--- src/rtl/handle_advance_state_sync.sv ---
// handle_advance_state_sync
// Two-board agreement on a game-state advance. The initiating board sends an
// advance message, waits for the interboard sender to finish, then waits for an
// ACK with a timeout and a bounded number of retransmissions. The responding
// board ACKs a received advance message. Both sides pulse advance_state once per
// agreed advance and return to IDLE, so one instance serves every transition.
// Player ids: P1 = 0, P2 = 1. Only PLAYER == MASTER may initiate.
// If both boards send an advance at the same time, the initiator treats the
// incoming advance as its ACK.

module handle_advance_state_sync #(
   parameter int          PLAYER         = 0,
   parameter int          MASTER         = 0,
   parameter logic [15:0] ADV_STATE_MASK = 16'h0000,
   parameter logic [3:0]  ADV_MSG_TYPE   = 4'h3,
   parameter logic [3:0]  ACK_MSG_TYPE   = 4'hF,
   parameter int          TIMEOUT_CYC    = 1000,
   parameter int          MAX_RETRY      = 3,
   localparam int         RETRY_W        = (MAX_RETRY > 0) ? $clog2(MAX_RETRY + 1) : 1,
   localparam int         TIMER_W        = (TIMEOUT_CYC > 1) ? $clog2(TIMEOUT_CYC + 1) : 1
) (
   input  logic               clk,
   input  logic               rst_n,
   input  logic               interboard_rst,
   input  logic               start_game,
   input  logic [3:0]         cur_game_state,
   input  logic               inter_ready,
   input  logic               interboard_en,
   input  logic [3:0]         interboard_msg_type,
   output logic               advance_state,
   output logic               adv_err,
   output logic [RETRY_W-1:0] retry_cnt,
   output logic               advance_state_ctrl_en,
   output logic [3:0]         advance_state_ctrl_msg_type,
   output logic               advance_state_ctrl_move_dir,
   output logic [4:0]         advance_state_ctrl_block_x,
   output logic [2:0]         advance_state_ctrl_block_y,
   output logic [5:0]         advance_state_ctrl_card,
   output logic [2:0]         advance_state_ctrl_sel_len
);

   typedef enum logic [2:0] {
      IDLE         = 3'd0,
      SEND_ADV     = 3'd1,
      WAIT_RDY_ADV = 3'd2,
      WAIT_ACK     = 3'd3,
      SEND_ACK     = 3'd4,
      WAIT_RDY_ACK = 3'd5,
      FIN          = 3'd6,
      ERR          = 3'd7
   } state_t;

   localparam logic [TIMER_W-1:0] TIMER_LAST = TIMER_W'(TIMEOUT_CYC - 1);
   localparam logic [RETRY_W-1:0] RETRY_MAX  = RETRY_W'(MAX_RETRY);
   localparam logic               IS_MASTER  = (PLAYER == MASTER) ? 1'b1 : 1'b0;

   state_t             state_r;
   logic [TIMER_W-1:0] timer_r;
   logic               rx_adv_s;
   logic               rx_ack_s;
   logic               can_init_s;

   // Decode of the received-message strobe and of the local initiation permission.
   assign rx_adv_s   = interboard_en && (interboard_msg_type == ADV_MSG_TYPE);
   assign rx_ack_s   = interboard_en && (interboard_msg_type == ACK_MSG_TYPE);
   assign can_init_s = IS_MASTER && ADV_STATE_MASK[cur_game_state];

   // Fields of the control message that this handler never uses.
   assign advance_state_ctrl_move_dir = 1'b0;
   assign advance_state_ctrl_block_x  = 5'd0;
   assign advance_state_ctrl_block_y  = 3'd0;
   assign advance_state_ctrl_card     = 6'd0;
   assign advance_state_ctrl_sel_len  = 3'd0;

   // Handshake FSM; outputs are registered and set on entry to the state that owns them.
   always_ff @(posedge clk or negedge rst_n) begin
      if (!rst_n) begin
         state_r                     <= IDLE;
         timer_r                     <= '0;
         retry_cnt                   <= '0;
         advance_state               <= 1'b0;
         adv_err                     <= 1'b0;
         advance_state_ctrl_en       <= 1'b0;
         advance_state_ctrl_msg_type <= 4'h0;
      end else if (interboard_rst) begin
         state_r                     <= IDLE;
         timer_r                     <= '0;
         retry_cnt                   <= '0;
         advance_state               <= 1'b0;
         adv_err                     <= 1'b0;
         advance_state_ctrl_en       <= 1'b0;
         advance_state_ctrl_msg_type <= 4'h0;
      end else begin
         advance_state         <= 1'b0;
         advance_state_ctrl_en <= 1'b0;
         case (state_r)
            IDLE: begin
               // A peer request wins over our own so both sides cannot stall.
               if (rx_adv_s) begin
                  state_r                     <= SEND_ACK;
                  advance_state_ctrl_en       <= 1'b1;
                  advance_state_ctrl_msg_type <= ACK_MSG_TYPE;
               end else if (can_init_s && start_game) begin
                  state_r                     <= SEND_ADV;
                  advance_state_ctrl_en       <= 1'b1;
                  advance_state_ctrl_msg_type <= ADV_MSG_TYPE;
                  retry_cnt                   <= '0;
               end else begin
                  state_r <= IDLE;
               end
            end
            SEND_ADV: begin
               state_r <= WAIT_RDY_ADV;
            end
            WAIT_RDY_ADV: begin
               if (inter_ready) begin
                  state_r <= WAIT_ACK;
                  timer_r <= '0;
               end else begin
                  state_r <= WAIT_RDY_ADV;
               end
            end
            WAIT_ACK: begin
               // An advance from the peer here is a collision and counts as its ACK.
               if (rx_ack_s || rx_adv_s) begin
                  state_r       <= FIN;
                  advance_state <= 1'b1;
               end else if (timer_r == TIMER_LAST) begin
                  if (retry_cnt < RETRY_MAX) begin
                     state_r                     <= SEND_ADV;
                     advance_state_ctrl_en       <= 1'b1;
                     advance_state_ctrl_msg_type <= ADV_MSG_TYPE;
                     retry_cnt                   <= retry_cnt + RETRY_W'(1);
                  end else begin
                     state_r <= ERR;
                     adv_err <= 1'b1;
                  end
               end else begin
                  timer_r <= timer_r + TIMER_W'(1);
               end
            end
            SEND_ACK: begin
               state_r <= WAIT_RDY_ACK;
            end
            WAIT_RDY_ACK: begin
               if (inter_ready) begin
                  state_r       <= FIN;
                  advance_state <= 1'b1;
               end else begin
                  state_r <= WAIT_RDY_ACK;
               end
            end
            FIN: begin
               state_r <= IDLE;
            end
            ERR: begin
               // Dead until a reset; the error flag stays raised.
               state_r <= ERR;
               adv_err <= 1'b1;
            end
            default: begin
               state_r <= IDLE;
            end
         endcase
      end
   end

endmodule

--- config.mk ---
export PLATFORM = sky130hd
export DESIGN_NAME = handle_advance_state_sync
export DESIGN_NICKNAME = d
export VERILOG_FILES = /design/src/rtl/handle_advance_state_sync.sv
export SDC_FILE = /design/constraint.sdc
export NUM_CORES = 1
export LEC_CHECK = 0
export CAP_MARGIN = 30
export CORE_MARGIN = 2
export CORE_UTILIZATION = 35
export CTS_BUF_LIST = sky130_fd_sc_hd__clkbuf_16
export DETAILED_ROUTE_END_ITERATION = 6
export REMOVE_ABC_BUFFERS = 1
export SYNTH_ARGS = -nofsm -noshare
export SYNTH_HDL_FRONTEND = slang
export SYNTH_SLANG_ARGS = --single-unit
--- constraint.sdc ---
create_clock -name clk -period 2.4 [get_ports clk]
set_input_delay 0.72 -clock clk [delete_from_list [all_inputs] [get_ports clk]]
set_output_delay 0.72 -clock clk [all_outputs]
set_load 0.005 [all_outputs]
After elaboration in Yosys (flattened, before gate mapping). Memories as Yosys holds them, arrays and structs flattened. Index checks and enable logic that the tools add are counted.

Register bits: 22. Bits in read-only memories: 16. Bits of input ports: 14. Output and inout bits: 27. Word-level logic and storage cells: 89. Memories: 1.

Memories: (no name shown) (words 16, bits a word 1, read ports 1, clocked after Yosys merged registers in 0, wr ports 0, RTL line 66) `assign can_init_s = IS_MASTER && ADV_STATE_MASK[cur_game_state];`.

Add/subtract/negate cells: 2. $lt $le $gt $ge: 2. Eq/ne operators: 20. Muxes and demuxes: 45. Reduce and logical (&&, ||, !) cells: 12.

Operator list (number): 10-bit two-way mux (4); 4-bit two-way mux (6); 3-bit inequality test, second input constant (8); 3-bit case mux with 8 select lines (1); 10-bit case mux with 2 select lines (1); 1-bit two-way mux (16); 3-bit two-way mux (5); 2-bit two-way mux (7); 3-bit equality test, second input constant (4); 10-bit by 1-bit adder with 10-bit output, second input constant (1); 10-bit equality test, second input constant (1); 3-bit nonzero test (3); 4-bit inequality test, second input constant (2); 4-bit case mux with 2 select lines (1); 4-bit AND reduction (2); 3-bit by 2-bit equality test with 1-bit output, second input constant (2); 1-bit case mux with 2 select lines (3); 6-bit AND reduction (1); 4-bit by 5-bit less-than comparator with 1-bit output, second input constant (1); 5-bit AND reduction (1); 4-bit by 2-bit equality test with 1-bit output, second input constant (1); 4-bit equality test, second input constant (1); 2-bit case mux with 2 select lines (1); 3-bit by 1-bit equality test with 1-bit output, second input constant (1); 5 further kinds (7).

Longest topological paths before layout. Gate-level depths: netlist (run 1).

Depth after elaboration: 7. Depth in mapped cells: 6. Mapped depth without buffers: 5.

Worst setup path after synthesis (run 1). Ideal clock, no wire load.

Path kind: input-to-reg. Start point: in interboard_en. End point: reg advance_state_ctrl_msg_type[1]. Setup time: 0.082 ns. Arrival time: 1.745 ns. Required time: 2.318 ns. Slack: 0.573 ns. Stages on the path: 4. Path buffers: 0. Cells stage by stage: nand3_1 -> or3_1 -> or4_1 -> a31oi_1.

Cells in the longest elaborated chain, start to end: 4. Elaborated cells between the ends (all ways): 9. Those cells by class: 2 x eq/ne; 3 x mux; 4 x reduce/logical.

Ends and longest elaborated chain: start: declaration (RTL line 28) `input logic interboard_en,`; 1-bit logical AND (on tied branches) (RTL line 65, 64); 1-bit logical OR or 4-bit two-way mux (tied branches) (RTL line 125, 99); 3-bit inequality test (no source line) or 4-bit case mux with 2 select lines (tied branches); 5-bit AND reduction (no source line) or 4-bit two-way mux (tied branches); end signal: assignment (RTL line 84) `advance_state_ctrl_msg_type <= 4'h0;`; end signal: assignment (RTL line 92) `advance_state_ctrl_msg_type <= 4'h0;`; end signal: assignment (RTL line 132) `advance_state_ctrl_msg_type <= ADV_MSG_TYPE;`; end: declaration (RTL line 34) `output logic [3:0] advance_state_ctrl_msg_type,`.

Parallel ways exist; a longest one is shown, timed or not. A chain may end at the register's enable or synchronous reset.

Worst setup path after layout (run 1). Ends and elaborated chain as after synthesis.

==> impl.org, run 1 <==
** Synth
- Proportion of synthesized chip area in sequential cells :: about a third
- In the synthesized netlist, the number of instances is 159.
- During synthesis, Yosys emitted a total of 0 warnings.
- After synthesis, the largest family of logic cells by area is simple AND/OR/NAND/NOR gates.
- The synthesized netlist devotes between 1 and 1.5% of its cell area to XOR and XNOR gates.
- Counting flops with an async set or reset pin after synthesis yields a share of between 90% and 100%.
- Multiplexer fraction of the synthesized cell area :: slightly above 5%
- Compound-cell area share of the yosys netlist :: 19.9%
- Main synth FF type :: sky130_fd_sc_hd__dfrtp_1
- The synthesized netlist devotes a little under a quarter of its cell area to simple gates.
- Cell area after technology mapping :: approximately 0.0014 mm^2
- The netlist uses 49 different library cells.
- Number of enable-type register cells in the synthesized netlist :: 0
- Register bit count reported by yosys :: 20
- Post-Syn Area per Cell :: 9.09 um^2
- After Yosys synthesis, full adders, half adders and majority gates account for 1.73% of the synthesized area.

** Layout
- Fraction of layout cells with a size suffix above 1 :: roughly 16%
- The final layout contains 200 nets.
- Relative area change from synthesis to final layout :: 19.9%
- In the layout the commonest cells are 21 x sky130_fd_sc_hd__nand2_1, 20 x sky130_fd_sc_hd__dfrtp_1, 18 x sky130_fd_sc_hd__conb_1, 17 x sky130_fd_sc_hd__clkdlybuf4s50_1, 12 x sky130_fd_sc_hd__buf_4.
- Number of inserted diodes :: 0
- Leaving out fill and tap cells, the most frequent cell in the layout is sky130_fd_sc_hd__nand2_1.
- Summed area of non-filler cells in the final layout :: 0.00173 mm^2
- Once layout is complete, the utilization of the core stands at 43.3%.

** Clock tree
- CTS tree :: done
- Max clock buf depth :: 2
- Post-CTS Resized :: 0
- The cell sitting at the root of the clock tree is a sky130_fd_sc_hd__clkbuf_16.
- For the worst-skew pair, the clock arrives at the later sink with an insertion delay of roughly 250 ps.
- Clock input transition at the sequential cells of the worst setup and hold paths :: roughly 60 ps
- Number of buffers created by CTS :: 3
- In this run the number of H-tree levels came out at 1.
- Hold buffer count at CTS :: 0
- For this design, the sink count on the clock tree is 20.
- Post-CTS setup buffer count :: 0

** Timing
- The max-slew violation count is 0.
- The clock period could shrink to about 2100 ps.
- Hold timing on the final database bottoms out at a slack of roughly 540 ps.
- Between clock sinks in the finished design, the worst skew comes to about 2.5 ps.
- Period Utilization, post-route :: slightly below 90%
- Unrepaired setup endpoints after global routing :: false
- Achievable Freq :: about 0.47 GHz
- Final-report hold violation count :: 0
- Final setup vio count :: 0
- Setup total negative slack on the finished layout was measured at 0 ps.

** Route
- DR vias :: 1222
- After detailed routing, the number of remaining DRC violations is 0.
- The first detailed-routing pass took 4 iterations.
- Detail-routed via count per cell :: around 5.2
- The count of nets left with antenna violations once routing finished came out at 0.
- The detailed router finished its first iteration with 48 violations.
- For this block, the routed nets add up to around 3300 um of wire.
- Routed len/inst :: about 14 um

** Floorplanning
- Chip Height :: about 68 um
- I/O pin total :: 41
- After floorplanning, the core was sized to cover between 0.004 and 0.005 mm^2.
- The die covers 0.00466 mm^2.
- Die boundary width :: approximately 68 um
- Row generation in the floorplan step produced 23 rows.
- For this configuration, the core starts out at a cell density of between 30% and 40%.

** Placed design
- The wire-length estimate of the detail-placed layout is 2420 um.
- The placed instances occupy a cell area of 0.00165 mm^2.
- Weighted congestion at the end of routability-driven global placement :: 0.897
- Port Buf Inserts :: 17

** Power and ir drop
- In this run the power spent charging and discharging nets is roughly 170 uW.
- Cell internal power was estimated by the tool at between 500 and 600 uW.
- Post-route total power :: ~760 uW
- Per report_power, the clock group accounts for between 40% and 50% of the total.
- Combinational fraction of design power :: 9.7%
- In this run the power density over the cells is 441 mW/mm^2.
- Switching share of total power :: around 22%
- Of the total power, registers draw between 40% and 50%.
- VDD sags by at most roughly 0.21 mV.
- For this design the static power due to leakage is about 0.00072 uW.

** Status
- The run finished with clean final reports.

** Global route
- Global Route Usage Sum :: between 10% and 20%
- Global-route wire length before repair :: about 5500 um
- Overflow after GRT :: 0
- The number of antenna violations at the first check in global routing was 0.
- Number of global-route vias before repair :: between 1000 and 1500
- Entering global routing, the biggest net connects 21 pins.

** Critical path
- Cells along the critical path :: clkdlybuf4s50_1 > nand3_1 > or3_1 > or4_1 > a31oi_1
- Req. time, crit path :: ~2600 ps
- Critical path start-end classification :: primary input to flip-flop
- STA classifies the critical path endpoint as a flip-flop.
- For this run, the slowest stage of the critical path takes around 470 ps.
- Along the worst path, the maximum fanout reaches 3.
- Signal arrival time at the worst endpoint :: 2280 ps
- Slack of the worst reg-to-reg path :: around 570 ps
- The worst setup path is launched from a primary input.
- Slowest stage cell, crit path :: sky130_fd_sc_hd__clkdlybuf4s50_1

** Hold path
- Hold Path Class :: flip-flop to flip-flop

** Flow run
- The tool flagged a number of max-cap violations equal to 0.
flip-flops by register name, summed over array words and instances (netlist names):
register,count
advance_state,1
state_r,3
advance_state_ctrl_msg_type,2
advance_state_ctrl_en,1
retry_cnt,2
timer_r,10
adv_err,1
cell families after synthesis:
group | Yosys count
adder cells (fa/ha/maj) | 2
AND/OR/NAND/NOR | 56
XOR/XNOR | 2
other | 1
AO/OA/AOI/OAI | 39
multiplexers | 7
buffers and inverters | 32
flip-flops | 20
metrics by stage:
step	instances	setup WS, ps
6_report	233	292
2_1_floorplan	150	573
4_1_cts	233	290
5_1_grt	233	239
3_5_place_dp	229	35.3
3_3_place_gp	229	42.4
power groups by stage:
stage / Combinational [uW] / Sequential (uW) / Clock [uW]
floorplan: 26.9 / 347 / 0
global placement: 72.8 / 348 / 0
detailed placement: 73.2 / 348 / 0
CTS: 73.8 / 342 / 357
global route: 81.9 / 342 / 377
finish: 74.2 / 342 / 347
path summary, 6_finish.rpt:
path,cells after the start,start,endpoint
min in group asynchronous,2,rst_n,retry_cnt[0]$_DFFE_PN0P_
worst min register to register,1,timer_r[0]$_DFFE_PN0P_,timer_r[0]$_DFFE_PN0P_
worst max-delay path,5,interboard_en,advance_state_ctrl_msg_type[1]$_DFFE_PN0P_
max in group asynchronous,2,rst_n,timer_r[9]$_DFFE_PN0P_
worst max register to register,5,timer_r[0]$_DFFE_PN0P_,timer_r[8]$_DFFE_PN0P_
worst min-delay path,1,timer_r[0]$_DFFE_PN0P_,timer_r[0]$_DFFE_PN0P_
cell type report:
class                      count  area, um^2
timing repair buffer          29         260
sequential                    20         500
multi-input combinational    124         808
fill                         390        2270
clock buffer                   3        75.1
clock inverter                 1        3.75
inverter                       6        22.5
tap                           50        62.6
worst max-delay path: cells and delay by family:
family / cells / cell delay, ps
simple gates: 3 / 900
buf+inv: 1 / 470
compound gates: 1 / 180
metal layers:
layer | global-route usage (%) | share of wire [%]
met4 | 7.50 | 2.6
met3 | 3.13 | 5.4
met5 | 0 | 0
met1 | 19.9 | 44
met2 | 26.5 | 48
Yosys cell counts, types with 4 or more instances:
| library cell | instances | area [um^2] |
|---|---|---|
| sky130_fd_sc_hd__clkbuf_1 | 4 | 15.0 |
| sky130_fd_sc_hd__inv_1 | 6 | 22.5 |
| sky130_fd_sc_hd__mux2i_1 | 6 | 60.1 |
| sky130_fd_sc_hd__a31oi_1 | 4 | 25.0 |
| sky130_fd_sc_hd__dfrtp_1 | 20 | 500 |
| sky130_fd_sc_hd__a211oi_1 | 8 | 60.1 |
| sky130_fd_sc_hd__a21oi_1 | 6 | 30.0 |
| sky130_fd_sc_hd__or3_1 | 6 | 37.5 |
| sky130_fd_sc_hd__nand2_1 | 21 | 78.8 |
| sky130_fd_sc_hd__nand3_1 | 8 | 40.0 |
| sky130_fd_sc_hd__buf_4 | 21 | 158 |
| sky130_fd_sc_hd__o21ai_0 | 5 | 25.0 |
Power figures use the tool's default switching activity.
==> run 2: changes to the inputs <==
PLACE_DENSITY = 0.67   (was default)
REMOVE_ABC_BUFFERS = default   (was 1)
==> impl.org, run 2 (synthesized netlist as in run 1, its figures left out) <==
** Status
- Run status :: finished, final reports clean (unchanged)

** Placed design
- Weighted congestion at the end of routability-driven global placement :: 0.947 (was 0.897)
- Sum of net half-perimeters after detailed placement :: 2260 um (was 2420 um)
- Port Buf Inserts :: 17 (unchanged)

** Timing
- Worst clock skew on the final layout :: 2.64 ps (was 2.51 ps)
- The max-slew violation count is 0 (unchanged).
- The final critical-path required period came to 2120 ps (was 2110 ps).
- The aggregate negative setup slack was 0 ps (unchanged).
- Unrepaired setup endpoints after global routing: false (unchanged).
- Achievable Freq :: 0.471 GHz (was 0.474 GHz)
- Final-report hold violation count :: 0 (unchanged)
- Period Utilization, post-route :: 88.5% (was 87.8%)
- Final setup vio count :: 0 (unchanged)

** Layout
- Largest registers :: timer_r: 10 flops, state_r: 3 flops (unchanged)
- Commonest non-fill, non-tap cells in the layout :: 21 x sky130_fd_sc_hd__nand2_1, 20 x sky130_fd_sc_hd__dfrtp_1, 18 x sky130_fd_sc_hd__conb_1, 17 x sky130_fd_sc_hd__clkdlybuf4s50_1, 11 x sky130_fd_sc_hd__buf_4 (was 21 x sky130_fd_sc_hd__nand2_1, 20 x sky130_fd_sc_hd__dfrtp_1, 18 x sky130_fd_sc_hd__conb_1, 17 x sky130_fd_sc_hd__clkdlybuf4s50_1, 12 x sky130_fd_sc_hd__buf_4)
- Max FFs per register :: 10 (unchanged)
- Register name with the most flops :: timer_r (unchanged)
- Relative area change from synthesis to final layout :: 19.4% (was 19.9%)
- The number of nets in the final layout is 199 (was 200).
- Most common cell after layout, fill and taps aside :: sky130_fd_sc_hd__nand2_1 (unchanged)
- Number of fill cells in the layout :: 403 (was 390)
- Number of inserted diodes :: 0 (unchanged)
- The proportion of layout cells with a drive suffix above 1 was 15.4% (was 15.8%).

** Power and ir drop
- The leakage component of the power came to 0.000713 uW (was 0.000718 uW).
- Maximum vdd drop :: 0.257 mV (was 0.215 mV)
- Post-route total power :: 764 uW (was 763 uW)
- Power density of the placed cells :: 443 mW/mm^2 (was 441 mW/mm^2)

** Floorplanning
- The number of cell rows came to 23 (unchanged).
- Initial Utilization :: 36.1% (unchanged)
- Total core area :: 0.00400 mm^2 (unchanged)
- The die area was 0.00466 mm^2 (unchanged).
- The vertical extent of the die came to 68.3 um (unchanged).
- I/O pin total :: 41 (unchanged)
- Die boundary width :: 68.3 um (unchanged)

** Route
- Detailed Route Iter0 Violations :: 44 (was 48)
- Post-route ant nets :: 0 (unchanged)
- The number of design rule violations left after detail routing was 0 (unchanged).
- The number of vias after detailed routing was 1190 (was 1222).
- Drt pass-1 iters :: 4 (unchanged)
- Routed wire length :: 3000 um (was 3260 um)
- The via-per-instance ratio came to 5.13 (was 5.24).
- Routed len/inst :: 12.9 um (was 14.0 um)

** Critical path
- Reg-to-Reg End :: timer_r[8]$_DFFE_PN0P_ (unchanged)
- Cells along the critical path: clkdlybuf4s50_1 > nand3_1 > or3_1 > or4_1 > a31oi_1 (unchanged).
- Slowest stage delay, CP :: 480 ps (was 470 ps)
- Maximum net fanout on the critical path :: 3 (unchanged)
- Startpoint Class :: primary input (unchanged)
- The category of the worst setup path capture point is a flip-flop (unchanged).
- Number of cells on the worst reg-to-reg path :: 5 (unchanged)
- The minimum setup slack among reg-to-reg paths is 560 ps (was 570 ps).
- Worst path bufs/invs :: 1 (unchanged)
- Slowest stage cell, crit path :: sky130_fd_sc_hd__or4_1 (was sky130_fd_sc_hd__clkdlybuf4s50_1)
- Worst reg2reg startpoint :: timer_r[0]$_DFFE_PN0P_ (unchanged)
- The arrival time of data at the critical path endpoint is 2300 ps (was 2280 ps).
- The type of the worst setup path was primary input to flip-flop (unchanged).
- The dominant delay contributor by cell family on the critical path was simple AND/OR/NAND/NOR gates (unchanged).
- Req. time, crit path :: 2580 ps (about the same)

** Clock tree
- Clock insertion delay at the later pin of the skew report :: 260 ps (was 250 ps)
- The clock tree from TritonCTS is done (unchanged).
- Number of buffers created by CTS :: 3 (unchanged)
- Post-CTS Resized :: 0 (unchanged)
- The number of setup buffers added after CTS was 0 (unchanged).
- Clock root cell :: sky130_fd_sc_hd__clkbuf_16 (unchanged)
- Max clock buf depth :: 2 (unchanged)
- Clock H-tree levels :: 1 (unchanged)
- The count of hold-fix buffers inserted at cts is 0 (unchanged).
- The clock sink count came to 20 (unchanged).
- Clock input transition at the sequential cells of the worst setup and hold paths :: 60 ps (about the same)

** Hold path
- Hold Path Origin :: timer_r[5]$_DFFE_PN0P_ (was timer_r[0]$_DFFE_PN0P_)
- The worst hold path class is flip-flop to flip-flop (unchanged).
- Hold Path Cell Cnt :: 1 (unchanged)
- The end of the worst hold path is timer_r[5]$_DFFE_PN0P_ (was timer_r[0]$_DFFE_PN0P_).

** Global route
- The remaining global-route overflow is 0 (unchanged).
- Number of antenna violations at the first check in global routing :: 0 (unchanged)
- The pin count of the biggest net entering global routing came to 21 (unchanged).
- Number of global-route vias before repair :: 1120 (was 1154)
- Global Route Usage Sum :: 15.7% (was 16.0%)
- Global-route wire length before repair :: 5310 um (was 5530 um)

** Flow run
- The count of max-cap constraint violations came to 0 (unchanged).
-- run 2: changes by cell type in the layout (fill, tap and decap cells not counted) --
cell | previous run | this run
sky130_fd_sc_hd__buf_4 | 12 | 11
-- run 2: worst register-to-register path: stages (launching register included) --
cell	delay [ps]
sky130_fd_sc_hd__dfrtp_1	420
sky130_fd_sc_hd__ha_1	300
sky130_fd_sc_hd__nand3_1	180
sky130_fd_sc_hd__or3_1	380
sky130_fd_sc_hd__a211oi_1	290
sky130_fd_sc_hd__mux2i_1	210
-- run 2: how the worst max path moves through the flow --
| stage | depth (start not counted) | start | slack (ps) | endpoint |
|---|---|---|---|---|
| after floorplan | 4 | interboard_en | 570 | advance_state_ctrl_msg_type[1]$_DFFE_PN0P_ |
| after global placement | 5 | interboard_en | 30 | advance_state_ctrl_msg_type[1]$_DFFE_PN0P_ |
| after detailed placement | 5 | interboard_msg_type[1] | 4 | advance_state_ctrl_msg_type[1]$_DFFE_PN0P_ |
| after CTS | 5 | interboard_msg_type[1] | 270 | advance_state_ctrl_msg_type[1]$_DFFE_PN0P_ |
| after global routing | 5 | interboard_msg_type[2] | 190 | timer_r[7]$_DFFE_PN0P_ |
| final | 5 | interboard_msg_type[1] | 280 | advance_state_ctrl_msg_type[1]$_DFFE_PN0P_ |
-- run 2: report_power, final --
part	internal (uW)	switching [uW]
registers	339	2.76
logic	31.6	38.5
clock network	222	130
-- run 2: final cells by class --
type,count,area [um^2],area share [%]
multi-input combinational,124,808,46.8
sequential,20,500,29.0
timing repair buffer,28,253,14.6
clock buffer,3,75.1,4.35
tap,50,62.6,3.63
inverter,6,22.5,1.31
clock inverter,1,3.75,0.218
-- run 2: routing by layer --
layer / track usage [%] / up-vias / wire length [um]
li1: - / 583 / -
met1: 21.9 / 557 / 1470
met2: 22.2 / 45 / 1290
met3: 3.45 / 5 / 164
met4: 9.00 / 0 / 79
met5: 0 / - / 0
-- run 2: stage by stage --
step	std cells	utilization (%)	setup slack, ps	instance area (um^2)	hold WS [ps]
floorplan	176	-	573	1510	424
global placement	228	41.2	33.7	1650	523
detailed placement	228	41.2	3.76	1650	533
CTS	232	43.1	271	1730	545
global route	232	43.1	191	1730	569
finish	232	43.1	275	1730	547
==> run 3: changes to the inputs <==
CTS_BUF_LIST = sky130_fd_sc_hd__clkbuf_8   (was sky130_fd_sc_hd__clkbuf_16)
==> impl.org, run 3 (synthesized netlist as in run 1, its figures left out) <==
** Global route
- Met1 usage in global routing :: 21.9% (unchanged)
- The number of global-route vias before repair is 1104 (was 1120).
- Global Route Usage Sum :: 15.4% (was 15.7%)
- The met3 track demand over resource was 3.95% (was 3.45%).
- Most used routing layer :: met2 (unchanged)
- The pin count of the biggest net entering global routing came to 21 (unchanged).
- Global-route wire length before repair :: 5260 um (was 5310 um)
- Number of antenna violations at the first check in global routing :: 0 (unchanged)
- The met2 usage is 22.0% (was 22.2%).
- Overflow after GRT :: 0 (unchanged)

** Route
- The total wire length after detailed routing came to 3010 um (was 3000 um).
- The number of vias after detailed routing is 1184 (was 1190).
- The first-iteration detailed-routing DRC count is 45 (was 44).
- Residual DRC :: 0 (unchanged)
- Post-route ant nets :: 0 (unchanged)
- Routed len/inst :: 13.0 um (was 12.9 um)
- Drt pass-1 iters :: 4 (unchanged)
- Detail-routed via count per cell :: 5.10 (was 5.13)

** Timing
- Unrepaired setup endpoints after global routing: false (unchanged).
- Minimum clock period after layout :: 2110 ps (was 2120 ps)
- Final-report hold violation count :: 0 (unchanged)
- Number of pins with negative max-slew slack in the final report :: 0 (unchanged)
- Period Utilization, post-route :: 87.9% (was 88.5%)
- The final setup violation count is 0 (unchanged).
- The maximum clock skew at final layout came to 8.13 ps (was 2.64 ps).
- The aggregate negative setup slack was 0 ps (unchanged).
- The final worst setup slack is 290 ps (was 275 ps).
- Achievable Freq :: 0.474 GHz (was 0.471 GHz)

** Floorplanning
- The die area came to 0.00466 mm^2 (unchanged).
- The starting density of the core was 36.1% (unchanged).
- Total core area :: 0.00400 mm^2 (unchanged)
- Die boundary width :: 68.3 um (unchanged)
- Number of rows created at floorplan :: 23 (unchanged)
- The vertical extent of the die came to 68.3 um (unchanged).
- I/O pin total :: 41 (unchanged)

** Clock tree
- Post-CTS setup buffer count :: 0 (unchanged)
- The clock tree from TritonCTS is done (unchanged).
- The count of hold-fix buffers inserted at cts is 0 (unchanged).
- Post-CTS Resized :: 0 (unchanged)
- Max clock buf depth :: 2 (unchanged)
- Clock H-tree levels :: 1 (unchanged)
- The later-pin clock latency in the skew report came to 270 ps (was 260 ps).
- The root cell of the clock tree is sky130_fd_sc_hd__clkbuf_8 (was sky130_fd_sc_hd__clkbuf_16).
- The clock transition at the registers of the reported paths is 80 ps (was 60 ps).
- Sink count of the clock tree :: 20 (unchanged)
- Number of buffers created by CTS :: 3 (unchanged)

** Layout
- Largest registers: timer_r: 10 flops, state_r: 3 flops (unchanged).
- Fraction of layout cells with a size suffix above 1 :: 15.9% (was 15.4%)
- The number of nets in the final layout is 199 (unchanged).
- Register name with the most flops :: timer_r (unchanged)
- The number of flip-flops under the largest register name was 10 (unchanged).
- Commonest non-fill, non-tap cells in the layout :: 21 x sky130_fd_sc_hd__nand2_1, 20 x sky130_fd_sc_hd__dfrtp_1, 18 x sky130_fd_sc_hd__conb_1, 17 x sky130_fd_sc_hd__clkdlybuf4s50_1, 11 x sky130_fd_sc_hd__buf_4 (unchanged)
- Most common cell after layout, fill and taps aside :: sky130_fd_sc_hd__nand2_1 (unchanged)
- Number of inserted diodes :: 0 (unchanged)
- The filler cell count is 405 (was 403).
- The relative area change from synthesis to final layout was 17.7% (was 19.4%).

** Critical path
- Slowest stage cell, crit path :: sky130_fd_sc_hd__or4_1 (unchanged)
- Maximum net fanout on the critical path :: 3 (unchanged)
- Startpoint Class :: primary input (unchanged)
- The data required time at the worst endpoint was 2590 ps (was 2580 ps).
- The arrival time of data at the critical path endpoint was 2300 ps (about the same).
- CP Capture Type :: flip-flop (unchanged)
- The dominant delay contributor by cell family on the critical path was simple AND/OR/NAND/NOR gates (unchanged).
- Cells along the critical path :: clkdlybuf4s50_1 > nand3_1 > or3_1 > or4_1 > a31oi_1 (unchanged)
- Critical path start-end classification :: primary input to flip-flop (unchanged)
- The maximum single-stage delay on the critical path came to 480 ps (about the same).
- The worst path buffer plus inverter count is 1 (unchanged).

** Placed design
- Port Buf Inserts :: 17 (unchanged)
- Worst setup slack after placement :: 3.76 ps (unchanged)
- Weighted congestion at the end of routability-driven global placement :: 0.947 (unchanged)
- The HPWL reported at the end of detailed placement is 2260 um (unchanged).

** Flow run
- Max_cap viols :: 0 (unchanged)

** Status
- Run status: finished, final reports clean (unchanged).

** Power and ir drop
- Leakage power :: 0.000703 uW (was 0.000713 uW)
- Power density of the placed cells :: 399 mW/mm^2 (was 443 mW/mm^2)
- The worst-case vdd ir drop is 0.225 mV (was 0.257 mV).

** Hold path
- Hold Path Class :: flip-flop to flip-flop (unchanged)
## run 3: cell count changes in the layout (fill, tap and decap cells not counted)
cell	before	now
sky130_fd_sc_hd__clkbuf_8	0	4
sky130_fd_sc_hd__clkinv_1	1	0
sky130_fd_sc_hd__clkbuf_16	3	0
## run 3: power by group
part           internal [uW]  total (uW)  switching, uW  leakage, uW
registers                338         341           2.84     0.000279
logic                   31.6        70.0           38.4     0.000395
clock network            147         267            121    0.0000288
total                    516         679            162     0.000703
## run 3: area by class of cell
class | instances | area, um^2 | area share (%)
Clock buffer | 4 | 55.1 | 3.24
Inverter | 6 | 22.5 | 1.32
Multi-Input combinational cell | 124 | 808 | 47.5
Sequential cell | 20 | 500 | 29.4
Tap cell | 50 | 62.6 | 3.68
Timing Repair Buffer | 28 | 253 | 14.9
## run 3: per-layer routing
| metal | share of wire, % | wire [um] |
|---|---|---|
| met1 | 50 | 1510 |
| met2 | 43 | 1290 |
| met3 | 5.2 | 158 |
| met4 | 2.0 | 59 |
| met5 | 0 | 0 |
## run 3: worst paths after layout
kind	startpoint	to	slack [ps]	cells past startpoint
max in group asynchronous	rst_n	state_r[2]$_DFFE_PN0P_	1390	2
setup reg to reg	timer_r[0]$_DFFE_PN0P_	timer_r[8]$_DFFE_PN0P_	560	5
setup / recovery	interboard_msg_type[1]	advance_state_ctrl_msg_type[1]$_DFFE_PN0P_	290	5
hold reg to reg	timer_r[5]$_DFFE_PN0P_	timer_r[5]$_DFFE_PN0P_	550	1
hold / removal	timer_r[5]$_DFFE_PN0P_	timer_r[5]$_DFFE_PN0P_	550	1
min in group asynchronous	rst_n	timer_r[1]$_DFFE_PN0P_	790	2
## run 3: per-stage QoR
| stage | power [uW] | instance area, um^2 | instances | hold WS (ps) | util (%) |
|---|---|---|---|---|---|
| 2_1_floorplan | 400 | 1510 | 176 | 424 | - |
| 3_3_place_gp | 417 | 1650 | 228 | 523 | 41.2 |
| 3_5_place_dp | 417 | 1650 | 228 | 533 | 41.2 |
| 4_1_cts | 686 | 1700 | 232 | 547 | 42.5 |
| 5_1_grt | 714 | 1700 | 232 | 573 | 42.5 |
| 6_report | 679 | 1700 | 232 | 551 | 42.5 |
